`config.mk`:
```
export PLATFORM = sky130hd
export DESIGN_NAME = pipe_hazard_ctrl
export DESIGN_NICKNAME = d
export VERILOG_FILES = /design/src/rtl/pipe_pkg.sv /design/src/rtl/hazard_cmp.sv /design/src/rtl/pipe_hazard_ctrl.sv
export SDC_FILE = /design/constraint.sdc
export NUM_CORES = 1
export LEC_CHECK = 0
export BUFFER_PORTS_ARGS = -buffer_cell sky130_fd_sc_hd__clkbuf_2
export CORE_ASPECT_RATIO = 0.7
export CORE_MARGIN = 2
export CORE_UTILIZATION = 51
export CTS_CLUSTER_SIZE = 25
export DETAILED_ROUTE_END_ITERATION = 12
export PLACE_DENSITY_LB_ADDON = 0.15
export SETUP_SLACK_MARGIN = 0.02
export SYNTH_ARGS = -nofsm -noshare
export SYNTH_HDL_FRONTEND = slang
export SYNTH_SLANG_ARGS = --single-unit
export TNS_END_PERCENT = 1
```
`constraint.sdc`:
```
create_clock -name clk -period 2.45 [get_ports clk]
set_input_delay 0.245 -clock clk [delete_from_list [all_inputs] [get_ports clk]]
set_output_delay 0.245 -clock clk [all_outputs]
set_load 0.02 [all_outputs]
```
`src/rtl/pipe_pkg.sv`:
```
// Shared types and widths for the pipeline hazard/control-flow sequencer.
package pipe_pkg;

  localparam int REG_W = 6;
  localparam int OPC_W = 4;

  typedef enum logic [1:0] {
    S_FILL  = 2'd0,
    S_RUN   = 2'd1,
    S_STALL = 2'd2,
    S_FLUSH = 2'd3
  } state_e;

  function automatic logic branch_taken(input logic jump, input logic branch_z,
                                        input logic branch_n, input logic z,
                                        input logic n);
    return jump | (branch_z & z) | (branch_n & n);
  endfunction

endpackage

```
`src/rtl/hazard_cmp.sv`:
```
// Source/destination comparator: flags when an older instruction writes a
// register that the ID-stage instruction actually reads.
module hazard_cmp
  import pipe_pkg::*;
(
  input  logic [REG_W-1:0] rs1,
  input  logic [REG_W-1:0] rs2,
  input  logic             use_rs1,
  input  logic             use_rs2,
  input  logic [REG_W-1:0] rd,
  input  logic             reg_write,
  output logic             hit
);

  assign hit = reg_write & ((use_rs1 & (rs1 == rd)) | (use_rs2 & (rs2 == rd)));

endmodule

```
`src/rtl/pipe_hazard_ctrl.sv`:
```
// Hazard and control-flow sequencer for the IF/ID/EXMEM/WB pipeline: RAW stalls,
// WB-resolved redirects with squash, post-reset bubble fill, event counters.
//
// state | meaning
// FILL  | after reset, push bubbles through buffers that have no reset
// RUN   | normal flow
// STALL | previous cycle held ID on a RAW hazard
// FLUSH | squashing wrong-path fetches after a redirect
module pipe_hazard_ctrl
  import pipe_pkg::*;
#(
  parameter int WB_BYPASS    = 0,
  parameter int FLUSH_CYCLES = 1,
  parameter int FILL_CYCLES  = 3,
  parameter int CNT_W        = 16
) (
  input  logic             clk,
  input  logic             rst_n,
  input  logic             id_valid,
  input  logic [REG_W-1:0] id_rs1,
  input  logic [REG_W-1:0] id_rs2,
  input  logic             id_use_rs1,
  input  logic             id_use_rs2,
  input  logic [REG_W-1:0] ex_rd,
  input  logic             ex_regWrite,
  input  logic [REG_W-1:0] wb_rd,
  input  logic             wb_regWrite,
  input  logic             wb_jump,
  input  logic             wb_branchZ,
  input  logic             wb_branchN,
  input  logic             wb_Z,
  input  logic             wb_N,
  input  logic             cnt_clr,
  output logic             pc_write,
  output logic             pc_sel,
  output logic             if_id_write,
  output logic             if_id_flush,
  output logic             id_ex_bubble,
  output logic             ex_wb_flush,
  output logic [1:0]       state,
  output logic [CNT_W-1:0] stall_cnt,
  output logic [CNT_W-1:0] flush_cnt
);

  localparam logic [2:0] FILL_INIT  = 3'(FILL_CYCLES - 1);
  localparam logic [2:0] FLUSH_INIT = 3'(FLUSH_CYCLES - 1);

  state_e           st;
  logic [2:0]       remain;
  logic [CNT_W-1:0] stall_q;
  logic [CNT_W-1:0] flush_q;

  logic hz_ex, hz_wb_raw, hz_wb, hazard, take;
  logic in_run, do_redirect, do_stall;

  hazard_cmp u_cmp_ex (
    .rs1       (id_rs1),
    .rs2       (id_rs2),
    .use_rs1   (id_use_rs1),
    .use_rs2   (id_use_rs2),
    .rd        (ex_rd),
    .reg_write (ex_regWrite),
    .hit       (hz_ex)
  );

  hazard_cmp u_cmp_wb (
    .rs1       (id_rs1),
    .rs2       (id_rs2),
    .use_rs1   (id_use_rs1),
    .use_rs2   (id_use_rs2),
    .rd        (wb_rd),
    .reg_write (wb_regWrite),
    .hit       (hz_wb_raw)
  );

  assign hz_wb       = (WB_BYPASS != 0) ? 1'b0 : hz_wb_raw;
  assign hazard      = id_valid & (hz_ex | hz_wb);
  assign take        = branch_taken(wb_jump, wb_branchZ, wb_branchN, wb_Z, wb_N);
  assign in_run      = (st == S_RUN) || (st == S_STALL);
  assign do_redirect = in_run & take;
  assign do_stall    = in_run & hazard & ~take;

  always_comb begin
    pc_write     = 1'b1;
    pc_sel       = 1'b0;
    if_id_write  = 1'b1;
    if_id_flush  = 1'b0;
    id_ex_bubble = 1'b0;
    ex_wb_flush  = 1'b0;
    if (!rst_n || st == S_FILL || st == S_FLUSH) begin
      if_id_flush  = 1'b1;
      id_ex_bubble = 1'b1;
      ex_wb_flush  = 1'b1;
    end else if (take) begin
      pc_sel       = 1'b1;
      if_id_flush  = 1'b1;
      id_ex_bubble = 1'b1;
      ex_wb_flush  = 1'b1;
    end else if (hazard) begin
      pc_write     = 1'b0;
      if_id_write  = 1'b0;
      id_ex_bubble = 1'b1;
    end
  end

  // Reset is visible on the outputs immediately, before the first falling edge.
  assign state     = rst_n ? st : 2'b00;
  assign stall_cnt = rst_n ? stall_q : '0;
  assign flush_cnt = rst_n ? flush_q : '0;

  // Pipeline buffers load on the falling edge, so this sequencer does too.
  always_ff @(negedge clk) begin
    if (!rst_n) begin
      st      <= S_FILL;
      remain  <= FILL_INIT;
      stall_q <= '0;
      flush_q <= '0;
    end else begin
      case (st)
        S_FILL: begin
          if (remain == 3'd0) st <= S_RUN;
          else                remain <= remain - 3'd1;
        end
        S_FLUSH: begin
          // Entry value counts remaining squash cycles beyond the redirect cycle.
          if (remain <= 3'd1) st <= S_RUN;
          else                remain <= remain - 3'd1;
        end
        default: begin
          if (take) begin
            if (FLUSH_INIT == 3'd0) st <= S_RUN;
            else begin
              st     <= S_FLUSH;
              remain <= FLUSH_INIT;
            end
          end else if (hazard) st <= S_STALL;
          else                  st <= S_RUN;
        end
      endcase

      if (cnt_clr)                       stall_q <= '0;
      else if (do_stall && ~&stall_q)    stall_q <= stall_q + 1'b1;

      if (cnt_clr)                       flush_q <= '0;
      else if (do_redirect && ~&flush_q) flush_q <= flush_q + 1'b1;
    end
  end

endmodule

```
==> results of run 1 <==
[registers in the layout, indices dropped and copies added (netlist names)]
name     count
flush_q     16
stall_q     16
st           2
remain       3
[where the power goes]
group | total [mW] | internal, mW | switching, mW
sequential | 0.653 | 0.625 | 0.0287
combinational | 0.475 | 0.225 | 0.250
clock | 0.787 | 0.373 | 0.414
[cell families after synthesis]
| kind of cell | Yosys count |
|---|---|
| muxes | 1 |
| adders and majority gates | 7 |
| DFF | 37 |
| buffers and inverters | 22 |
| xor gates and xnor gates | 50 |
| AOI/OAI and AO/OA | 29 |
| and+or+nand+nor | 151 |
[metrics by stage]
stage	cell area (um^2)	power (mW)	setup TNS [ns]
6_report	3780	1.92	-8.74
2_1_floorplan	2430	1.04	-8.38
3_5_place_dp	2980	1.18	-18.13
4_1_cts	3550	1.86	-7.83
5_1_grt	3780	2.03	-12.46
3_3_place_gp	2980	1.16	-16.66
[critical path, cell delays in order, from the launching register on]
cell and delay, ns:
dfxtp_4 0.36, ha_2 0.21, nor2_4 0.13, nand3_4 0.07
or3_4 0.39, clkbuf_8 0.16
[path summary, 6_finish.rpt]
kind	startpoint	to	cells after the start
max	st[0]	if_id_write	5
min	flush_q[10]	flush_q[10]	2
max reg2reg	stall_q[4]	stall_q[8]	9
min reg2reg	flush_q[10]	flush_q[10]	2
[Yosys cell counts (2+ instances only)]
master / instances
or3_1: 6
clkbuf_1: 7
nand4_1: 12
and3_1: 11
nor2_1: 33
xnor2_1: 42
inv_1: 10
and2_1: 37
xor2_1: 8
nor3_1: 11
nor3b_1: 2
buf_4: 2
nor2b_1: 2
nand2_1: 13
buf_2: 3
o21ai_0: 9
dfxtp_1: 37
nand2b_1: 3
a21oi_1: 8
nand3_1: 17
and3_4: 2
ha_1: 7
o22ai_1: 2
[routing by layer]
metal	global-route usage, %	up-vias	share of wire (%)
li1	-	1261	-
met1	31.3	1275	41
met2	44.0	147	51
met3	10.1	20	6.8
met4	8.84	0	2.1
met5	0	-	0
[layout make-up]
type	instances	area (um^2)	area share, %
clock inverter	38	169	4.47
inverter	9	33.8	0.894
multi-input combinational	238	1770	46.8
clock buffer	5	68.8	1.82
timing repair buffer	96	848	22.4
tap	55	68.8	1.82
sequential	37	821	21.7
[repair_timing]
| action | 4_1_cts | 5_1_grt |
|---|---|---|
| endpoints found under the hold margin | 0 | 0 |
| pin swaps | 6 | 10 |
| endpoints found under the setup margin | 72 | 74 |
| setup buffers | 1 | 0 |
| resized for setup | 102 | 98 |
==> impl_metrics.yaml, run 1 <==
timing:
  hold_viol: 0
  skew_ns: 0.0371
  layout_setup_ws_ns: -0.708
  worst_pin_slew_ns: 0.560
  fin_hold_ws_ns: 0.489
  relSlewSlack_pct: 62.6
  drv_slew: 0
  setup_viol: 53
  rsz0062_at_grt: "true"
final_layout:
  layout_common_cells: "44 x inv_1, 38 x xnor2_1, 36 x clkbuf_2"
  num-fill-cells: 234
  drive_gt1_share_pct: 46.1
  mostFrequentLayoutCell: "inv_1"
  post-route-util_pct: 85.8
  layout.cells.non_filler: 478
  fin_nets: 468
  area_growth_pct: 59.9
  antenna_cells: 0
worst_setup_path:
  crit_fanout: 4
  crit_type: "reg2out"
  setup.worst_path.end_class: "output pin"
  worstPathRequired_ns: 2.20
  crit_arrival_ns: 2.91
  r2r_setup_slack_ns: 0.38
  startpoint_type: "flip-flop"
synthesis:
  synth_nets: 341
  synthMuxAreaShare_pct: 0.424
  synth_top_area_share_pct: 31.3
  async_reset_ff_share_pct: 0
  synth-simple-area-share_pct: 34.3
  synth_cell_types: 36
  syn_avg_cell_area_um2: 7.96
  syn_area_mm2: 0.00236
  synth_adder_area_share_pct: 3.71
  synth_ff_type: "dfxtp_1"
  synth_compound_area_share_pct: 7.73
  yosys.area.top_type: "dfxtp_1"
  synth_cells: 297
  synth-edff-count: 0
  yosysWarnings: 0
  synth-seq-cells: 37
  synth_top_family_by_area: "simple AND/OR/NAND/NOR gates"
  yosys.area_share.xor_xnor_pct: 18.5
  seq_area_frac_synth_pct: 31.3
  synthTopCellsByArea: "dfxtp_1 31%, xnor2_1 16%, and2_1 9.8%"
floorplanning:
  die_width_um: 85.4
  ios: 77
  rows: 20
  core_area_mm2: 0.00440
  initial_core_util_pct: 53.7
  die_h_um: 61.0
  die-area_mm2: 0.00520
placed_design:
  port_buffers: 76
  dp_slack_ns: -0.628
  dp_cells: 435
  post-dp-hpwl_mm: 4.34
  globalplace.congestion: 0.841
pwr:
  power_density_mw_per_mm2: 507
  ir_worst_vdd_uv: 338
  p_leak_nw: 1.62
route:
  drc_errors: 0
  vias_per_cell: 5.65
  drt-total-wl_mm: 7.58
  wl_per_cell_um: 15.9
  num_vias: 2703
  postRouteAntennaNets: 0
  drt_iter0_drc: 218
  first_pass_iters: 5
cts:
  holdBufCountCts: 0
  clk_root_buffer_cell: "clkbuf_8"
  cts_tree: "yes"
  clk_pin_slew_ns: 0.05
  clockBufferDepth: 2
  clock_latency_ns: 0.38
  cts_num_sinks: 37
  cts-buffers-inserted: 5
  htree_num_levels: 2
global_route:
  antenna_found_initial: 0
  gr-total-overflow: 0
  grt_pass1_wl_mm: 10.7
  track_usage_pct: 26.1
  grt_pass1_vias: 2429
  grt_max_degree: 33
outcome:
  violations: "negative setup slack"
  status: "finished with violations"
flow_run:
  cap_viol_max_count: 0
min_path:
  hold_path_class: "reg2reg"
(Power assumes the default switching activity.)
==> run 2, diff against run 1 <==
--- a/config.mk
+++ b/config.mk
@@ -7,12 +7,13 @@
 export LEC_CHECK = 0
 export BUFFER_PORTS_ARGS = -buffer_cell sky130_fd_sc_hd__clkbuf_2
 export CORE_ASPECT_RATIO = 0.7
-export CORE_MARGIN = 2
-export CORE_UTILIZATION = 51
+export CORE_MARGIN = 8
+export CORE_UTILIZATION = 40
 export CTS_CLUSTER_SIZE = 25
 export DETAILED_ROUTE_END_ITERATION = 12
 export PLACE_DENSITY_LB_ADDON = 0.15
 export SETUP_SLACK_MARGIN = 0.02
+export SKIP_LAST_GASP = 1
 export SYNTH_ARGS = -nofsm -noshare
 export SYNTH_HDL_FRONTEND = slang
 export SYNTH_SLANG_ARGS = --single-unit
==> impl_metrics.yaml, run 2 (synthesis gave the netlist of run 1 again) <==
worst_setup_path:
  crit_arrival_ns: 2.87
  setup.worst_path.end_class: "output pin"
  crit_type: "reg2out"
  startpoint_type: "flip-flop"
  crit_fanout: 4
  worstPathRequired_ns: 2.20
placed_design:
  post-dp-hpwl_mm: 4.74
  dp_slack_ns: -0.597
  port_buffers: 76
  globalplace.congestion: 0.823
  dp_cells: 457
final_layout:
  num-fill-cells: 572
  multi_input_area_mm2: 0.00160
  layout.cells.non_filler: 501
  drive_gt1_share_pct: 27.5
  seq_area_um2: 748
  fin_nets: 470
  layout_common_cells: "74 x clkbuf_2, 45 x inv_1, 42 x xnor2_1"
  antenna_cells: 0
  mostFrequentLayoutCell: "clkbuf_2"
  area_growth_pct: 38.2
  largest_registers: "flush_q: 16 flops, stall_q: 16 flops, remain: 3 flops"
timing:
  relSlewSlack_pct: 63.5
  drv_slew: 0
  skew_ns: 0.0166
  worst_pin_slew_ns: 0.548
  layout_setup_ws_ns: -0.663
  rsz0062_at_grt: "true"
  hold_viol: 0
  setup_viol: 66
cts:
  clock_latency_ns: 0.35
  cts_tree: "yes"
  clockBufferDepth: 2
  cts-buffers-inserted: 5
  holdBufCountCts: 0
  clk_pin_slew_ns: 0.03
  clk_root_buffer_cell: "clkbuf_8"
  cts_num_sinks: 37
  htree_num_levels: 2
route:
  postRouteAntennaNets: 0
  drc_errors: 0
  drt_iter0_drc: 112
  wl_per_cell_um: 12.6
  drt-total-wl_mm: 6.30
  num_vias: 2441
  vias_per_cell: 4.87
  first_pass_iters: 4
min_path:
  hold_path_class: "reg2reg"
pwr:
  power_density_mw_per_mm2: 523
  p_leak_nw: 1.48
  ir_worst_vdd_uv: 233
floorplanning:
  die_h_um: 80.3
  die-area_mm2: 0.00866
  die_width_um: 108
  core_area_mm2: 0.00573
  initial_core_util_pct: 41.3
  ios: 77
  rows: 23
global_route:
  gr-total-overflow: 0
  antenna_found_initial: 0
  grt_pass1_wl_mm: 11.0
  grt_pass1_vias: 2557
  track_usage_pct: 15.4
  grt_max_degree: 33
flow_run:
  cap_viol_max_count: 0
outcome:
  status: "finished with violations"
  violations: "negative setup slack"
-- run 2: cell types whose count changed in the layout (fill, tap and decap cells not counted), sizes merged --
| cell | previous run | this run |
|---|---|---|
| inv | 46 | 47 |
| clkbuf | 45 | 81 |
| buf | 56 | 22 |
| clkinvlp | 0 | 1 |
| bufinv | 1 | 0 |
-- run 2: layout make-up --
cell class	count	share of cell area, %
sequential	37	22.9
tap	75	2.87
clock buffer	5	2.11
timing repair buffer	98	17.6
multi-input combinational	238	48.9
clock inverter	39	4.52
inverter	9	1.11
-- run 2: what timing repair did --
item	CTS	global route
setup buffers	1	0
endpoints found under the setup margin	67	73
gates resized for setup	8	0
pin swaps	2	0
-- run 2: path summary, 6_finish.rpt --
| path | from | endpoint | slack, ns | cells past startpoint |
|---|---|---|---|---|
| hold reg to reg | flush_q[10] | flush_q[10] | 0.49 | 2 |
| setup reg to reg | st[0] | flush_q[15] | 0.53 | 8 |
| hold / removal | flush_q[10] | flush_q[10] | 0.49 | 2 |
| setup / recovery | st[0] | pc_write | -0.66 | 6 |
-- run 2: per-stage QoR --
step / area [um^2] / total power [mW] / hold slack, ns / util, % / TNS, ns
floorplan: 2430 / 1.04 / 0.462 / - / -8.38
global placement: 3010 / 1.17 / 0.485 / 52.6 / -15.24
detailed placement: 3010 / 1.17 / 0.497 / 52.6 / -16.18
CTS: 3270 / 1.75 / 0.500 / 57.0 / -8.52
global route: 3270 / 1.89 / 0.541 / 57.0 / -14.36
finish: 3270 / 1.71 / 0.495 / 57.0 / -9.10
-- run 2: where the power goes --
group	leakage, nW	switching [mW]	internal, mW
Clock	0.238	0.355	0.268
Combinational	0.940	0.216	0.200
Sequential	0.300	0.0269	0.641
Total	1.48	0.598	1.11
-- run 2: layer usage --
metal,vias up,global-route usage (%),wire length (um)
met1,1108,19.2,3110
met3,4,6.55,450
met2,68,23.2,2700
met5,-,0,0
li1,1261,-,-
met4,0,5.93,36
-- run 2: critical path: stages, from the launching register on --
cell      delay [ns]
dfxtp_4         0.37
inv_2           0.05
ha_4            0.16
nor2_4          0.12
nand3_4         0.07
or3_4           0.37
clkbuf_8        0.16
